File: src/rtl/encoder_pkg.sv
// Shared types, widths and the priority-encode helper for the 8-to-3 encoder.
package encoder_pkg;

    localparam int unsigned REQ_W  = 8;
    localparam int unsigned CODE_W = 3;
    localparam int unsigned CNT_W  = 8;

    typedef enum logic [1:0] {
        IDLE    = 2'd0,
        HOLD    = 2'd1,
        RELEASE = 2'd2
    } state_t;

    // Index of the highest set bit; returns 0 for an all-zero vector.
    function automatic logic [CODE_W-1:0] prio_encode(input logic [REQ_W-1:0] v);
        logic [CODE_W-1:0] idx;
        idx = '0;
        for (int unsigned i = 0; i < REQ_W; i++) begin
            if (v[i]) begin
                idx = CODE_W'(i);
            end
        end
        return idx;
    endfunction

    // True when two or more request bits are set.
    function automatic logic is_multi(input logic [REQ_W-1:0] v);
        return ($countones(v) > 1);
    endfunction

endpackage

File: src/rtl/sync_nff.sv
// Multi-stage flop synchronizer for asynchronous level inputs.
module sync_nff #(
    parameter int unsigned WIDTH  = 8,
    parameter int unsigned STAGES = 2
) (
    input  logic             clk,
    input  logic             rst_n,
    input  logic [WIDTH-1:0] d,
    output logic [WIDTH-1:0] q
);

    logic [WIDTH-1:0] stage_q [STAGES];

    // Shift chain; synchronous clear of every stage.
    always_ff @(posedge clk) begin
        if (!rst_n) begin
            for (int i = 0; i < int'(STAGES); i++) begin
                stage_q[i] <= '0;
            end
        end else begin
            stage_q[0] <= d;
            for (int i = 1; i < int'(STAGES); i++) begin
                stage_q[i] <= stage_q[i-1];
            end
        end
    end

    assign q = stage_q[STAGES-1];

endmodule

File: src/rtl/priority_encoder_8to3.sv
// Synchronized 8-input priority encoder with capture/ack handshake and event counter.
module priority_encoder_8to3
    import encoder_pkg::*;
#(
    parameter int unsigned SYNC_STAGES = 2
) (
    input  logic              clk,
    input  logic              rst_n,
    input  logic [REQ_W-1:0]  req,
    input  logic              ack,
    output logic [CODE_W-1:0] code,
    output logic              valid,
    output logic              multi,
    output logic              none,
    output logic [CNT_W-1:0]  evt_count
);

    logic [REQ_W-1:0] sreq;
    state_t           state;

    sync_nff #(
        .WIDTH  (REQ_W),
        .STAGES (SYNC_STAGES)
    ) u_sync (
        .clk   (clk),
        .rst_n (rst_n),
        .d     (req),
        .q     (sreq)
    );

    // Combinational view of the synchronized request vector.
    assign none = (sreq == '0);

    // Capture FSM: IDLE captures, HOLD waits for ack, RELEASE waits for the switch to drop.
    always_ff @(posedge clk) begin
        if (!rst_n) begin
            state     <= IDLE;
            code      <= '0;
            valid     <= 1'b0;
            multi     <= 1'b0;
            evt_count <= '0;
        end else begin
            case (state)
                IDLE: begin
                    if (!none) begin
                        state <= HOLD;
                        code  <= prio_encode(sreq);
                        multi <= is_multi(sreq);
                        valid <= 1'b1;
                    end
                end
                HOLD: begin
                    if (ack) begin
                        state     <= RELEASE;
                        valid     <= 1'b0;
                        multi     <= 1'b0;
                        evt_count <= evt_count + CNT_W'(1);
                    end
                end
                RELEASE: begin
                    if (none) begin
                        state <= IDLE;
                    end
                end
                default: begin
                    state <= IDLE;
                    valid <= 1'b0;
                    multi <= 1'b0;
                end
            endcase
        end
    end

endmodule

File: config.mk
export PLATFORM = sky130hd
export DESIGN_NAME = priority_encoder_8to3
export DESIGN_NICKNAME = d
export VERILOG_FILES = /design/src/rtl/encoder_pkg.sv /design/src/rtl/sync_nff.sv /design/src/rtl/priority_encoder_8to3.sv
export SDC_FILE = /design/constraint.sdc
export NUM_CORES = 1
export LEC_CHECK = 0
export BUFFER_PORTS_ARGS = -buffer_cell sky130_fd_sc_hd__buf_4
export CORE_UTILIZATION = 44
export CTS_CLUSTER_SIZE = 25
export DETAILED_ROUTE_END_ITERATION = 16
export PLACE_DENSITY = 0.65
export SKIP_CTS_REPAIR_TIMING = 1
export SYNTH_ARGS = -nofsm -noshare
export SYNTH_HDL_FRONTEND = slang
export SYNTH_SLANG_ARGS = --single-unit
File: constraint.sdc
create_clock -name clk -period 2.95 [get_ports clk]
set_input_delay 0.1475 -clock clk [delete_from_list [all_inputs] [get_ports clk]]
set_output_delay 0.1475 -clock clk [all_outputs]
set_load 0.05 [all_outputs]
==> results of run 1 <==
==> area by class of cell <==
type                       instances  area (um^2)
clock buffer                       8         68.8
inverter                          14         52.6
fill                             260         1190
multi-input combinational         84          619
timing repair buffer              25          190
sequential                        31          622
tap                               31         38.8
==> worst paths after layout <==
path	start	endpoint	slack, ps	cells past startpoint
min reg2reg	u_sync.stage_q[0][7]	u_sync.stage_q[0][15]	430	1
min	req[6]	u_sync.stage_q[0][6]	30	2
max reg2reg	u_sync.stage_q[0][8]	multi	60	9
max	u_sync.stage_q[0][8]	multi	60	9
==> power by group through the flow <==
stage | Clock, mW | Sequential (mW) | Combinational (mW)
after floorplan | 0 | 0.513 | 0.0793
after global placement | 0 | 0.472 | 0.165
after detailed placement | 0 | 0.474 | 0.169
after CTS | 0.289 | 0.464 | 0.169
after global routing | 0.303 | 0.468 | 0.185
final | 0.277 | 0.464 | 0.169
==> stage by stage <==
| stage | instance area (um^2) | utilization [%] |
|---|---|---|
| floorplan | 1300 | - |
| global placement | 1510 | 54.2 |
| detailed placement | 1510 | 54.2 |
| CTS | 1580 | 56.6 |
| global route | 1590 | 57.2 |
| finish | 1590 | 57.2 |
==> synth_stat cells <==
master | instances | share of area, %
a311oi_1 | 1 | 0.67
nor2b_1 | 1 | 0.48
or3b_1 | 1 | 0.67
and3_2 | 1 | 0.58
a211o_1 | 1 | 0.67
buf_2 | 1 | 0.38
a21oi_1 | 8 | 3.1
a31oi_1 | 1 | 0.48
fa_1 | 4 | 6.2
a21o_2 | 1 | 0.67
or3_1 | 1 | 0.48
nand2_1 | 4 | 1.2
nand4_1 | 3 | 1.4
clkbuf_1 | 2 | 0.58
xnor2_1 | 3 | 2.0
nor4b_1 | 1 | 0.67
nand3b_1 | 1 | 0.58
xor2_1 | 3 | 2.0
and3_1 | 1 | 0.48
inv_1 | 14 | 4.0
ha_1 | 5 | 4.8
nor4_4 | 1 | 1.6
o21ai_0 | 5 | 1.9
nor2_1 | 12 | 3.5
nand3_1 | 2 | 0.77
and2_1 | 16 | 7.7
and3b_1 | 1 | 0.67
nor3_1 | 5 | 1.9
a311oi_4 | 1 | 2.0
dfxtp_1 | 31 | 48
==> logic make-up after synthesis <==
kind of cell / synth area share [%]
AOI/OAI and AO/OA: 9.53
xor gates and xnor gates: 4.04
adders and majority gates: 11.0
buffers and inverters: 5.00
DFF: 47.7
and+or+nand+nor: 22.7
==> state kept, by name, summed over array words and instances (netlist names) <==
name            cells
u_sync.stage_q     16
valid               1
multi               1
state               2
evt_count           8
code                3
==> placed cells by master, fill, tap and decap left out, types with 2 or more instances in the layout <==
cell | Yosys | final
a21oi_1 | 8 | 8
and2_1 | 16 | 16
buf_4 | 0 | 24
clkbuf_4 | 0 | 5
clkbuf_8 | 0 | 2
dfxtp_1 | 31 | 30
fa_1 | 4 | 3
ha_1 | 5 | 4
inv_1 | 14 | 13
nand2_1 | 4 | 4
nand3_1 | 2 | 2
nand4_1 | 3 | 3
nor2_1 | 12 | 12
nor3_1 | 5 | 5
o21ai_0 | 5 | 5
xnor2_1 | 3 | 3
xor2_1 | 3 | 3
==> routing by layer <==
metal | up-vias | part of all wire [%]
met5 | - | 0
li1 | 494 | -
met3 | 8 | 4.5
met2 | 25 | 47
met4 | 0 | 3.0
met1 | 433 | 45
==> run_results.csv, run 1 <==
group,metric,value,unit
layout,fin_cells,193,
route,dr.pass1.iters,4,
setup_path,crit_buf_inv,3,
die,io_pins,25,
grt,track_usage,16.2,%
power,p_leak,0.691,nW
route,via_per_inst,4.97,
synth,avgSynthCellArea,9.85,um^2
synth,seq_area_frac_synth,47.7,%
synth,postSynthCellCount,132,
die,coreArea,2780,um^2
timing,fmax,346,MHz
clock_network,insertion_delay,330,ps
route,final_antenna_net_count,0,
power,switching_power,0.259,mW
die,die_area,3180,um^2
power,p_int,0.651,mW
timing,relSlewSlack,71.5,%
die,chipWidth,56.4,um
run_status,status,"finished, final reports clean",
power,vdd_drop_max,0.442,mV
placement,placedCellCount,184,
clock_network,path_clk_slew,90,ps
grt,gr-usage-met1,18.6,%
setup_path,critPathKind,"reg2reg",
clock_network,clock-sinks,31,
grt,grt_pass1_wl,3.79,mm
placement,numPortBuffers,24,
grt,antenna_found_initial,0,
die,fp.dieH,56.4,um
synth,yosysWarnings,0,
timing,rsz0062_at_grt,"true",
setup_path,cp_data_required_time,3190,ps
setup_path,crit_fanout,2,
run,max_cap_viol_count,0,
layout,nNetsFinal,181,
timing,skew,7.82,ps
placement,gp_congestion,0.740,
worst_hold_path,hold_path.class,"in2reg",
placement,dp_hpwl,1.56,mm
power,power,0.910,mW
timing,period_share,98.1,%
power,p_clk_share,30.4,%
synth,ys_ff_latch,31,
grt,grt_pass1_vias,894,
clock_network,cts_tree,"built",
setup_path,cpMaxStageDelayCell,"fa_1",
timing,finalHoldViolCount,0,
route,drcViolationCount,0,
timing,holdWs,25.8,ps
timing,fin_setup_tns,0,ps
synth,syn_nets,152,
setup_path,path_delay_family,"adder cells",
layout,num_antenna_cells,0,
timing,fin_crit,2890,ps
synth,synth_area,1300,um^2
layout,drive_gt1_share,24.1,%
clock_network,cts_buffer_depth,2,
grt,grt_max_degree,19,
grt,grt_overflow,0,
timing,worst_pin_slew,426,ps
die,start_util,46.7,%
timing,setup_viol,0,
clock_network,h-tree-depth,2,
route,drt_iter0_drc,24,
setup_path,crit_path_end_kind,"flip-flop",
synth,ys_types,30,
layout,syn_to_final_growth,22.4,%
route,via_count,960,
route,wl_per_cell,11.1,um
clock_network,cts_buffers,5,
setup_path,crit_arrival,3130,ps
placement,post-place-ws,6.99,ps
setup_path,cp-start-kind,"flip-flop",
power,powerDensity,572,nW/um^2
power,p_sw_share,28.5,%
grt,met3_usage,5.53,%
timing,drv_slew,0,
grt,grt_busiest_layer,"met2",
die,row_count,19,
timing,finalWorstSetupSlack,56.6,ps
clock_network,cts_root_buffer,"clkbuf_4",
setup_path,cp_cell_sequence,"fa_1 -> inv_1 -> fa_1 -> fa_1 -> inv_1 -> ha_2 -> inv_1 -> fa_2 -> a311oi_1",
route,routed_wl,2.14,mm
setup_path,cp_slowest_stage_delay,530,ps
grt,use_met2,25.2,%
power,p_seq_share,51.0,%
power,p_comb_share,18.6,%
Note: power is estimated with default switching activity, not from simulation.
==> run 2: changes to the inputs <==
--- a/config.mk
+++ b/config.mk
@@ -7,6 +7,8 @@
 export LEC_CHECK = 0
 export BUFFER_PORTS_ARGS = -buffer_cell sky130_fd_sc_hd__buf_4
 export CORE_UTILIZATION = 44
+export CTS_BUF_LIST = sky130_fd_sc_hd__clkbuf_8 sky130_fd_sc_hd__clkbuf_16
+export CTS_CLUSTER_DIAMETER = 60
 export CTS_CLUSTER_SIZE = 25
 export DETAILED_ROUTE_END_ITERATION = 16
 export PLACE_DENSITY = 0.65
==> run 2 against run 1 <==
Effect of this change:
- first-iteration DRC count rose by 17%
- critical path depth did not move
- worst hold slack improved by 50 ps
- routed wire length fell by 0.42%
- total power rose by 8.6%
- non-clock buffer count fell by 1
- clock power rose by 28%
- design area rose by 1.3%
==> run_results.csv, run 2 (same netlist as run 1, synthesis figures left out) <==
group,metric,value,unit
placement,dpl-instance-area,1510,um^2
placement,dp_hpwl,1.56,mm
route,drcViolationCount,0,
die,fp.dieH,56.4,um
timing,fin_crit,2890,ps
route,via_count,957,
setup_path,r2r-end,"multi",
worst_hold_path,hold_path.class,"in2reg",
grt,grt_max_degree,19,
power,powerDensity,613,nW/um^2
clock_network,cts_buffers,5,
clock_network,cts_root_buffer,"clkbuf_8",
layout,top_register,"u_sync.stage_q",
worst_hold_path,hold_start,"req[6]",
setup_path,cp_data_required_time,3140,ps
die,die_area,3180,um^2
layout,drive_gt1_share,24.2,%
placement,post-place-ws,6.99,ps
route,routed_wl,2.13,mm
setup_path,r2r_setup_slack,60,ps
run,max_cap_viol_count,0,
grt,grt_pass1_vias,888,
layout,finalInstanceArea,1610,um^2
placement,gp_congestion,0.740,
clock_network,path_clk_slew,60,ps
timing,setup_viol,0,
die,io_pins,25,
die,chipWidth,56.4,um
die,row_count,19,
layout,final_cell_mix,"30 x dfxtp_1, 24 x buf_4, 16 x and2_1, 14 x inv_1, 12 x nor2_1",
grt,antenna_found_initial,0,
layout,num_antenna_cells,0,
setup_path,worstSetupStartpoint,"u_sync.stage_q[0][8]",
timing,relSlewSlack,71.2,%
die,start_util,46.7,%
clock_network,cts_tree,"built",
layout,largest_reg_flops,16,
layout,syn_to_final_growth,24.1,%
setup_path,cpMaxStageDelayCell,"fa_1",
route,via_per_inst,4.98,
grt,track_usage,15.9,%
clock_network,cts_buffer_depth,2,
setup_path,crit_path_end_kind,"flip-flop",
route,dr.pass1.iters,4,
setup_path,cp_slowest_stage_delay,530,ps
clock_network,clock-sinks,31,
setup_path,crit_arrival,3080,ps
timing,skew,4.65,ps
route,drt_iter0_drc,28,
power,p_leak,0.704,nW
timing,finalWorstSetupSlack,61.4,ps
route,final_antenna_net_count,0,
clock_network,insertion_delay,280,ps
layout,top_regs,"u_sync.stage_q (16), evt_count (8), code (3)",
worst_hold_path,hold_depth,2,
die,coreArea,2780,um^2
placement,numPortBuffers,24,
run_status,status,"finished, final reports clean",
setup_path,critPathKind,"reg2reg",
layout,nNetsFinal,180,
timing,rsz0062_at_grt,"true",
layout,layout_commonest_cell,"dfxtp_1",
clock_network,h-tree-depth,2,
grt,grt_pass1_wl,3.76,mm
grt,grt_overflow,0,
setup_path,reg2reg_from,"u_sync.stage_q[0][8]",
power,vdd_drop_max,0.483,mV
worst_hold_path,min_to,"u_sync.stage_q[0][6]",
setup_path,crit_fanout,2,
timing,period_share,97.9,%
timing,fmax,346,MHz
timing,finalHoldViolCount,0,
timing,drv_slew,0,
timing,worst_pin_slew,431,ps
setup_path,cp_cell_sequence,"fa_1 -> inv_1 -> fa_1 -> fa_1 -> inv_1 -> ha_2 -> inv_1 -> fa_2 -> a311oi_1",
setup_path,cp-start-kind,"flip-flop",
timing,fin_setup_tns,0,ps
route,wl_per_cell,11.1,um
setup_path,rr_worst_depth,9,
-- run 2: cell count changes in the layout (fill, tap and decap cells not counted), sizes merged --
| cell | delta |
|---|---|
| dlygate4sd3 | -1 |
| clkbuf | -1 |
| inv | +1 |
-- run 2: final cells by class --
type / count / area, um^2
Clock buffer: 7 / 96.3
Clock inverter: 1 / 3.75
Fill cell: 261 / 1170
Inverter: 14 / 52.6
Multi-Input combinational cell: 84 / 619
Sequential cell: 31 / 622
Tap cell: 31 / 38.8
Timing Repair Buffer: 24 / 180
-- run 2: metal layers --
layer  vias to the layer above  global-route usage [%]  part of all wire [%]
met5                         -                       0                     0
met4                         0                    10.5                   2.6
met3                         8                    4.84                   4.5
met2                        25                    25.2                    47
met1                       436                    18.6                    45
li1                        488                       -                     -
-- run 2: worst max-delay path, delay by kind of cell, from the launching register on --
| family | cells | cell delay (ps) |
|---|---|---|
| fa+ha+maj | 5 | 2050 |
| flops | 1 | 330 |
| compound gates | 1 | 260 |
| buf+inv | 3 | 160 |
-- run 2: where the power goes --
group | total (mW) | internal, mW | switching, mW
clock | 0.355 | 0.209 | 0.146
sequential | 0.465 | 0.445 | 0.0201
combinational | 0.168 | 0.0659 | 0.102
total | 0.988 | 0.720 | 0.268
-- run 2: per-stage QoR --
stage | hold slack (ps) | total power, mW | cells | utilization (%)
2_1_floorplan | 269 | 0.593 | 132 | -
3_3_place_gp | 355 | 0.637 | 184 | 54.2
3_5_place_dp | 358 | 0.643 | 184 | 54.2
4_1_cts | 67.9 | 1.00 | 192 | 57.8
5_1_grt | 66.1 | 1.03 | 192 | 58.0
6_report | 75.9 | 0.988 | 192 | 58.0
-- run 2: worst max path at each step --
stage	end	slack [ps]
after floorplan	multi	160
after global placement	multi	130
after detailed placement	multi	7
after CTS	multi	7
after global routing	multi	-40
final	multi	60
